$ cat config.mk
export PLATFORM = sky130hd
export DESIGN_NAME = orao_tap_player
export DESIGN_NICKNAME = d
export VERILOG_FILES = /design/src/rtl/orao_tape_pkg.sv /design/src/rtl/orao_fsk_bitgen.sv /design/src/rtl/orao_tap_player.sv
export SDC_FILE = /design/constraint.sdc
export NUM_CORES = 1
export LEC_CHECK = 0
export BUFFER_PORTS_ARGS = -buffer_cell sky130_fd_sc_hd__clkbuf_2
export CORE_MARGIN = 2
export CORE_UTILIZATION = 35
export DETAILED_ROUTE_END_ITERATION = 8
export HOLD_SLACK_MARGIN = 0.03
export SYNTH_ARGS = -nofsm -noshare
export SYNTH_HDL_FRONTEND = slang
export SYNTH_HIERARCHICAL = 1
export SYNTH_SLANG_ARGS = --single-unit
$ cat constraint.sdc
create_clock -name clk_sys -period 11.5 [get_ports clk_sys]
set_input_delay 1.725 -clock clk_sys [delete_from_list [all_inputs] [get_ports clk_sys]]
set_output_delay 1.725 -clock clk_sys [all_outputs]
set_load 0.01 [all_outputs]
$ cat src/rtl/orao_tape_pkg.sv
// orao_tape_pkg: FSM encoding and tape timing defaults shared by the Orao TAP player.
package orao_tape_pkg;
  typedef enum logic [1:0] {ST_IDLE, ST_LEADER, ST_DATA, ST_DONE} state_t;
  localparam int HALF1_DEF = 208;
  localparam int HALF0_DEF = 416;
  localparam int LEADER_BITS_DEF = 256;
  localparam int CNT_W = 9;
  function automatic int bit_ticks(input int half1);
    return 4 * half1;
  endfunction
endpackage

$ cat src/rtl/orao_fsk_bitgen.sv
// orao_fsk_bitgen: serialises one offered bit at a time as FSK; level and timing freeze while no bit is offered.
module orao_fsk_bitgen
  import orao_tape_pkg::*;
#(
  parameter int HALF1 = HALF1_DEF,
  parameter int HALF0 = HALF0_DEF
) (
  input  logic clk_sys,
  input  logic reset_n,
  input  logic ce_1m,
  input  logic clr,
  input  logic bit_val,
  input  logic bit_valid,
  output logic tape_out,
  output logic bit_done
);
  logic [CNT_W-1:0] cnt, cur, half;
  logic [1:0] hc;
  logic fresh, tick, half_end;
  // a fresh bit takes its half-period from the bit value without spending a tick on loading
  always_comb begin
    half = bit_val ? CNT_W'(HALF1 - 1) : CNT_W'(HALF0 - 1);
    cur = fresh ? half : cnt;
    tick = ce_1m && bit_valid;
    half_end = tick && cur == '0;
    bit_done = half_end && hc == (bit_val ? 2'd3 : 2'd1);
  end
  always_ff @(posedge clk_sys or negedge reset_n)
    if (!reset_n) begin
      cnt <= '0;
      hc <= '0;
      fresh <= 1'b1;
      tape_out <= 1'b0;
    end else if (clr) begin
      cnt <= '0;
      hc <= '0;
      fresh <= 1'b1;
      tape_out <= 1'b0;
    end else if (tick) begin
      cnt <= half_end ? half : cur - 1'b1;
      hc <= bit_done ? 2'd0 : hc + 2'(half_end);
      fresh <= bit_done;
      tape_out <= tape_out ^ half_end;
    end
endmodule

$ cat src/rtl/orao_tap_player.sv
// orao_tap_player: plays an SDRAM-resident TAP image as an Orao FSK tape signal,
// fetching one byte ahead of the LSB-first bit serialiser.
module orao_tap_player
  import orao_tape_pkg::*;
#(
  parameter int ADDR_W = 16,
  parameter int HALF1 = HALF1_DEF,
  parameter int HALF0 = HALF0_DEF,
  parameter int LEADER_BITS = LEADER_BITS_DEF
) (
  input  logic              clk_sys,
  input  logic              reset_n,
  input  logic              ce_1m,
  input  logic              start,
  input  logic              stop,
  input  logic [ADDR_W-1:0] tap_len,
  output logic              mem_rd,
  output logic [ADDR_W-1:0] mem_addr,
  input  logic [7:0]        mem_data,
  input  logic              mem_ready,
  output logic              tape_out,
  output logic              busy,
  output logic              done
);
  state_t state, state_n;
  logic [ADDR_W-1:0] len;
  logic [15:0] ldr;
  logic [7:0] sh, pbuf;
  logic [2:0] bidx;
  logic sh_v, pbuf_v, bit_val, bit_valid, bit_done, last, clr;

  assign busy = state == ST_LEADER || state == ST_DATA;
  assign done = state == ST_DONE;
  // after an underrun the first bit of the new byte is served straight from the prefetch buffer
  assign bit_valid = state == ST_LEADER || (state == ST_DATA && (sh_v || pbuf_v));
  assign bit_val = state == ST_DATA && (sh_v ? sh[0] : pbuf[0]);
  assign last = mem_addr == len && !pbuf_v && !mem_rd;
  assign clr = !(state_n == ST_LEADER || state_n == ST_DATA);

  orao_fsk_bitgen #(.HALF1(HALF1), .HALF0(HALF0)) u_bitgen (
    .clk_sys(clk_sys), .reset_n(reset_n), .ce_1m(ce_1m), .clr(clr),
    .bit_val(bit_val), .bit_valid(bit_valid), .tape_out(tape_out), .bit_done(bit_done)
  );

  always_ff @(posedge clk_sys or negedge reset_n)
    if (!reset_n) state <= ST_IDLE;
    else state <= state_n;

  always_comb begin
    state_n = state;
    case (state)
      ST_IDLE:   if (start) state_n = tap_len == '0 ? ST_DONE : ST_LEADER;
      ST_LEADER: if (bit_done && ldr == 16'(LEADER_BITS - 1)) state_n = ST_DATA;
      ST_DATA:   if (bit_done && sh_v && bidx == 3'd7 && last) state_n = ST_DONE;
      default:   state_n = ST_IDLE;
    endcase
    if (stop) state_n = ST_IDLE;
  end

  always_ff @(posedge clk_sys or negedge reset_n)
    if (!reset_n) begin
      len <= '0;
      mem_addr <= '0;
      mem_rd <= 1'b0;
      ldr <= '0;
      sh <= '0;
      pbuf <= '0;
      sh_v <= 1'b0;
      pbuf_v <= 1'b0;
      bidx <= '0;
    end else if (clr) begin
      mem_rd <= 1'b0;
      sh_v <= 1'b0;
      pbuf_v <= 1'b0;
    end else if (state == ST_IDLE) begin
      len <= tap_len;
      mem_addr <= '0;
      mem_rd <= 1'b1;
      ldr <= '0;
    end else begin
      if (mem_rd && mem_ready) begin
        pbuf <= mem_data;
        pbuf_v <= 1'b1;
        mem_rd <= 1'b0;
        mem_addr <= mem_addr + 1'b1;
      end else if (!mem_rd && !pbuf_v && mem_addr < len) mem_rd <= 1'b1;
      if (state == ST_LEADER && bit_done) ldr <= ldr + 1'b1;
      if (state == ST_DATA && !sh_v && pbuf_v) begin
        sh <= bit_done ? pbuf >> 1 : pbuf;
        bidx <= {2'b0, bit_done};
        sh_v <= 1'b1;
        pbuf_v <= 1'b0;
      end else if (state == ST_DATA && bit_done) begin
        sh <= bidx == 3'd7 ? pbuf : sh >> 1;
        bidx <= bidx + 1'b1;
        if (bidx == 3'd7) begin
          sh_v <= pbuf_v;
          pbuf_v <= 1'b0;
        end
      end
    end
endmodule

==> flow_summary.toml, run 1 <==
[min_path]
hold_path_class = "flop to flop"

[setup_path]
crit_top_cell = "nor2_1"
cpPeakStageDelay_ns = 0.58
cp.arrival_ns = 5.30
critPathKind = "flop to flop"
startpoint_type = "flop"
end_kind = "flop"
crit_path_top_delay_cell = "buf_4"
path_max_fanout = 55
cp.required_ns = 11.73
path_cells = "nor2_1, ha_1, or3b_2, or4b_4, nor2_1, and3_1, nand3_1, nor2_1, a31oi_1, o21a_1, o31ai_4, buf_4, nor2_4, nand3_4, mux2_2"
cp_num_buf_inv = 1
worst_path_dominant_cell_family = "simple AND/OR/NAND/NOR gates"

[global_route]
grt_pass1_wl_um = 19640
antenna_found_initial = 0
groute.usage.overall_pct = 16.56
grt_max_degree = 86
grt_pass1_vias = 4048
grt_remaining_overflow = 0

[clock_network]
holdBufCountCts = 0
postCtsSetupBuffers = 0
cts-root-buf = "clkbuf_16"
cts.sinks = 85
clock_path_buffers = 2
clkTransAtPathRegs_ns = 0.07
ctsResizeCount = 0
cts_tree = "yes"
htree_levels = 3
clock_latency_ns = 0.35
cts_buffers = 9

[route]
totalWireLength_um = 11820
dr_total_vias = 4224
vias_per_cell = 5.486
firstDrtPassIters = 5
drt-initial-drc-count = 332
drcViolationCount = 0
wl_per_cell_um = 15.36
antenna_left = 0

[cells_and_area]
instances_no_fill = 770
fin_area_mm2 = 0.005609
area_growth_pct = 12.75
fillers = 1407
drive_gt1_share_pct = 18.14
finish.net_count = 642
final_core_util_pct = 40.41
n_antenna_cell = 0

[logic_synthesis]
yosys_warnings = 6
synthesis.area_mm2 = 0.004975
syn_nets = 604
ys_types = 61
synth.area.top_cells = "dfrtp_1 (42%), ha_1 (6.8%), mux2_2 (5.2%)"
ys_seq_elements = 85
synthCells = 547
yosysTopAreaCell = "dfrtp_1"
synth-edff-count = 0
synthArstFlopShare_pct = 100.0
yosysTopAreaCellShare_pct = 42.25
synth_ff_type = "dfrtp_1"
yosysMostFrequentCell = "dfrtp_1"
avgSynthCellArea_um2 = 9.095
seq_area_frac_synth_pct = 42.78
netlist_top_cells_count = "dfrtp_1 (84), nand2_1 (67), o21ai_0 (51), nor2_1 (39), a21oi_1 (34)"

[floorplan]
start_util_pct = 35.84
rows = 43
dieArea_mm2 = 0.01518
ioPinCount = 50
die_w_um = 123.2
fp.coreArea_mm2 = 0.01388
die_h_um = 123.2

[pwr]
p_leak_nw = 2.532
power.total_uw = 767.0
ir_drop_uv = 101.9
powerDensity_mw_per_mm2 = 136.7

[timing]
postLayoutSetupSlackWorst_ns = 6.432
max_freq_mhz = 197.3
worst_pin_slew_ns = 1.096
relSlewSlack_pct = 26.93
finalSetupTns_ns = 0
post-route-min-period_ns = 5.068
finalHoldViolCount = 0
slew_viol_final = 0
whs_ns = 0.4769
finalSetupViolCount = 0
fin_skew_ns = 0.008812
rsz0062_at_grt = "false"
post-route-period-util_pct = 44.07

[status]
status = "finished, final reports clean"

[placed_design]
place_ws_ns = 6.243
place_congestion = 0.8041
dpl.cell_count = 754
hpwl_um = 8322
port_buffers = 49
placed_area_mm2 = 0.005333

[flow_run]
drv.max_cap_violation_count = 0
-- per-layer routing --
metal  track usage, %  wire length, µm  vias to the layer above
met5                0                0                        -
met4            5.611              168                        0
met3            4.520              708                       13
met2            25.58             5405                      107
met1            22.41             5541                     2046
li1                 -                -                     2058
-- cells by family (layout without fill, tap and decap cells) --
group | Yosys count | after routing | synth area share (%)
AND/OR/NAND/NOR | 215 | 215 | 21.88
XOR/XNOR | 2 | 2 | 0.3522
flip-flops | 85 | 85 | 42.78
adder cells (fa/ha/maj) | 27 | 27 | 6.791
AO/OA/AOI/OAI | 140 | 140 | 17.28
buffers and inverters | 51 | 94 | 4.879
multiplexers | 27 | 27 | 6.036
-- path summary, 6_finish.rpt --
path	to	cells after the start	startpoint	slack, ns
min in group asynchronous	len[0]	1	reset_n	1.59
hold reg to reg	sh[0]	2	sh[0]	0.48
max in group asynchronous	ldr[9]	1	reset_n	9.22
hold / removal	sh[0]	2	sh[0]	0.48
setup reg to reg	pbuf[6]	15	u_bitgen/fresh	6.43
setup / recovery	pbuf[6]	15	u_bitgen/fresh	6.43
-- area by class of cell --
type | instances | area (µm²) | share of cell area (%)
clock buffer | 9 | 225.2 | 4.015
clock inverter | 7 | 51.30 | 0.9146
inverter | 27 | 103.9 | 1.851
multi-input combinational | 411 | 2613 | 46.58
sequential | 85 | 2128 | 37.94
tap | 180 | 225.2 | 4.015
timing repair buffer | 51 | 262.8 | 4.684
-- placed cells by master, fill, tap and decap left out, drive strengths merged, types with 10 or more instances in the layout --
master and count:
nor3 24, nand2 68, mux2 24, nor2 40, dfrtp 84, nor4 12
o31ai 10, ha 27, a21oi 34, o21ai 51, nand4 10, inv 28
nand3 19, clkbuf 57, and3 15
-- where the power goes --
group | switching (mW) | internal [mW] | total [mW]
Clock | 0.128 | 0.147 | 0.275
Sequential | 0.0234 | 0.333 | 0.356
Combinational | 0.0759 | 0.0604 | 0.136
-- flip-flops by register name (all words and copies together) (netlist names) --
register           count
sh_v                   1
u_bitgen/cnt           9
state                  2
len                   16
ldr                   16
u_bitgen/tape_out      1
u_bitgen/hc            2
sh                     8
pbuf_v                 1
u_bitgen/fresh         1
mem_addr              16
bidx                   3
pbuf                   8
mem_rd                 1
-- worst register-to-register path, stage by stage, from the launching register on --
cell     delay, ns
dfstp_2       0.43
nor2_1        0.17
ha_1          0.29
or3b_2        0.50
or4b_4        0.55
nor2_1        0.22
and3_1        0.36
nand3_1       0.14
nor2_1        0.12
a31oi_1       0.17
o21a_1        0.21
o31ai_4       0.48
buf_4         0.58
nor2_4        0.18
nand3_4       0.20
mux2_2        0.36
Power figures use the tool's default switching activity.
==> inputs of run 2 (changes only) <==
--- a/config.mk
+++ b/config.mk
@@ -5,6 +5,7 @@
 export SDC_FILE = /design/constraint.sdc
 export NUM_CORES = 1
 export LEC_CHECK = 0
+export ABC_AREA = 1
 export BUFFER_PORTS_ARGS = -buffer_cell sky130_fd_sc_hd__clkbuf_2
 export CORE_MARGIN = 2
 export CORE_UTILIZATION = 35
==> constraint.sdc (replaced) <==
create_clock -name clk_sys -period 4.4 [get_ports clk_sys]
set_input_delay 0.66 -clock clk_sys [delete_from_list [all_inputs] [get_ports clk_sys]]
set_output_delay 0.66 -clock clk_sys [all_outputs]
set_load 0.01 [all_outputs]
==> run 2 against run 1 <==
Effect of this change:
- via count up 15%
- first-iteration DRC count down 23%
- clock skew up 0.0012 ns
- largest cell class unchanged
- highest routed layer unchanged
==> flow_summary.toml, run 2 <==
[floorplan]
fp.coreArea_mm2 = 0.01583
rows = 46
start_util_pct = 35.64
die_w_um = 131.0
dieArea_mm2 = 0.01715
die_h_um = 131.0
ioPinCount = 50

[logic_synthesis]
synth_ff_type = "dfrtp_1"
synth_compound_area_share_pct = 5.345
avgSynthCellArea_um2 = 7.261
synthAdderAreaFrac_pct = 5.988
yosysMostFrequentCell = "nand2_1"
synthesis.area_mm2 = 0.005642
yosysTopAreaCellShare_pct = 37.26
synth-edff-count = 0
synth_xor_area_share_pct = 4.192
synth.area.top_cells = "dfrtp_1 (37%), nand2_1 (18%), nand3_1 (7.2%)"
seq_area_frac_synth_pct = 37.72
netlist_top_cells_count = "nand2_1 (265), nor2_1 (86), dfrtp_1 (84), nand3_1 (81), inv_1 (69)"
synth_top_family_by_area = "simple AND/OR/NAND/NOR gates"
yosys.area_share.simple_pct = 37.77
yosys_warnings = 6
synthArstFlopShare_pct = 100.0
ys_seq_elements = 85
synthMuxAreaShare_pct = 1.397
syn_nets = 834
synthCells = 777
yosysTopAreaCell = "dfrtp_1"
ys_types = 42

[clock_network]
postCtsSetupBuffers = 0
cts-root-buf = "clkbuf_16"
clkTransAtPathRegs_ns = 0.07
ctsResizeCount = 0
cts_buffers = 9
holdBufCountCts = 0
htree_levels = 3
cts.sinks = 85
clock_path_buffers = 2
cts_tree = "yes"
clock_latency_ns = 0.35

[cells_and_area]
fillers = 1635
seq_area_mm2 = 0.002128
n_antenna_cell = 0
final_core_util_pct = 40.55
finish.net_count = 879
final_cell_mix = "nand2_1 (264), nor2_1 (85), dfrtp_1 (84)"
reg.largest.list = "ldr x16, len x16, mem_addr x16"
area_growth_pct = 13.75
drive_gt1_share_pct = 14.27
multi_input_area_mm2 = 0.003094
final_common_cell = "nand2_1"

[global_route]
antenna_found_initial = 0
grt_pass1_vias = 4718
met2_usage_pct = 26.21
grt_remaining_overflow = 0
grt_max_degree = 73
grt_pass1_wl_um = 23300
busiest_layer = "met2"
use_met3_pct = 3.787
grt_use_met1_pct = 24.17
groute.usage.overall_pct = 17.03

[timing]
worst_pin_slew_ns = 1.109
max_freq_mhz = 260.6
relSlewSlack_pct = 25.96
finalSetupViolCount = 0
rsz0062_at_grt = "true"
finalSetupTns_ns = 0
post-route-min-period_ns = 3.837
slew_viol_final = 0
post-route-period-util_pct = 87.21
fin_skew_ns = 0.01004
finalHoldViolCount = 0

[pwr]
internal_power_mw = 1.554
powerDensity_mw_per_mm2 = 377.6
ir_drop_uv = 204.4
sequentialPowerShare_pct = 40.4
combPwrFrac_pct = 26.9
p_leak_nw = 3.282
power_frac_clock_pct = 32.6
switching_share_pct = 35.87
power.switching_uw = 869.1

[setup_path]
critPathKind = "flop to flop"
r2r-end = "ldr[1]"
startpoint_type = "flop"
reg2reg_from = "state[0]"
cp.arrival_ns = 4.08
end_kind = "flop"
path_max_fanout = 72
reg2reg_slack_ns = 0.56
cp.required_ns = 4.64
rr_worst_depth = 24

[route]
vias_per_cell = 4.666
totalWireLength_um = 13290
antenna_left = 0
dr_total_vias = 4867
firstDrtPassIters = 5
drt-initial-drc-count = 255
drcViolationCount = 0
wl_per_cell_um = 12.75

[placed_design]
hpwl_um = 9442
port_buffers = 49
place_congestion = 0.8427

[min_path]
hold_path_class = "primary input to async pin"

[flow_run]
drv.max_cap_violation_count = 0

[status]
status = "finished, final reports clean"
run 2: per-stage QoR:
| step | hold WS (ns) | total power, mW | instances | setup slack [ns] | instance area, µm² |
|---|---|---|---|---|---|
| 2_1_floorplan | 0.3644 | 1.465 | 777 | 0.7477 | 5642 |
| 3_3_place_gp | 0.4532 | 1.645 | 1027 | 0.4502 | 6102 |
| 3_5_place_dp | 0.4583 | 1.653 | 1027 | 0.3409 | 6102 |
| 4_1_cts | 0.4382 | 2.450 | 1043 | 0.3425 | 6411 |
| 5_1_grt | 0.4684 | 2.611 | 1043 | -0.008688 | 6417 |
| 6_report | 0.3721 | 2.423 | 1043 | 0.5625 | 6417 |
run 2: cell type report:
class	count	share of cell area, %
Timing Repair Buffer	57	4.991
Multi-Input combinational cell	592	48.22
Clock buffer	10	3.724
Inverter	77	4.601
Clock inverter	6	1.092
Tap cell	216	4.211
Sequential cell	85	33.16
run 2: cells by family (layout without fill, tap and decap cells):
kind of cell               count (synthesis)  in the layout
xor gates and xnor gates                  27             27
AOI/OAI and AO/OA                         49             49
DFF                                       85             85
buffers and inverters                    100            150
and+or+nand+nor                          482            482
adders and majority gates                 27             27
muxes                                      7              7
run 2: power by group through the flow:
stage               sequential [mW]  combinational (mW)  clock [mW]
detailed placement            0.994               0.660           0
global route                  0.996               0.768       0.847
global placement              0.990               0.656           0
finish                        0.980               0.652       0.791
floorplan                     0.965               0.500           0
CTS                           0.980               0.662       0.808
run 2: critical path, cell delays in order, from the launching register on:
cell and delay, ns:
dfrtp_1 0.41, inv_1 0.17, ha_1 0.25, o21ai_0 0.13, a21oi_2 0.26, nand2_4 0.11, o21ai_4 0.12, nand3_4 0.14
nor2_8 0.13, nand3_2 0.09, nor2_1 0.21, inv_2 0.14, nor2_1 0.11, nand2_1 0.05, nor2_1 0.09, nand2_1 0.09
nand2_1 0.07, nand2_1 0.06, nor2_1 0.10, nand3_1 0.08, nand2_2 0.12, buf_12 0.31, nand2_2 0.28, nand2_1 0.13
nand2_1 0.06
run 2: worst max-delay path by stage:
stage          startpoint        endpoint  slack (ns)  cells after the start
2_1_floorplan    state[0]  u_bitgen/hc[1]        0.75                     28
3_3_place_gp     state[0]           sh[7]        0.45                     24
3_5_place_dp     state[0]           sh[1]        0.34                     24
4_1_cts          state[0]           sh[5]        0.34                     24
5_1_grt          state[0]         ldr[10]      -0.009                     24
6_report         state[0]          ldr[1]        0.56                     24
run 2: metal layers:
layer / vias to the layer above / wire, µm
met5: - / 0
met4: 0 / 182
met3: 12 / 562
met2: 80 / 5879
met1: 2215 / 6669
li1: 2560 / -
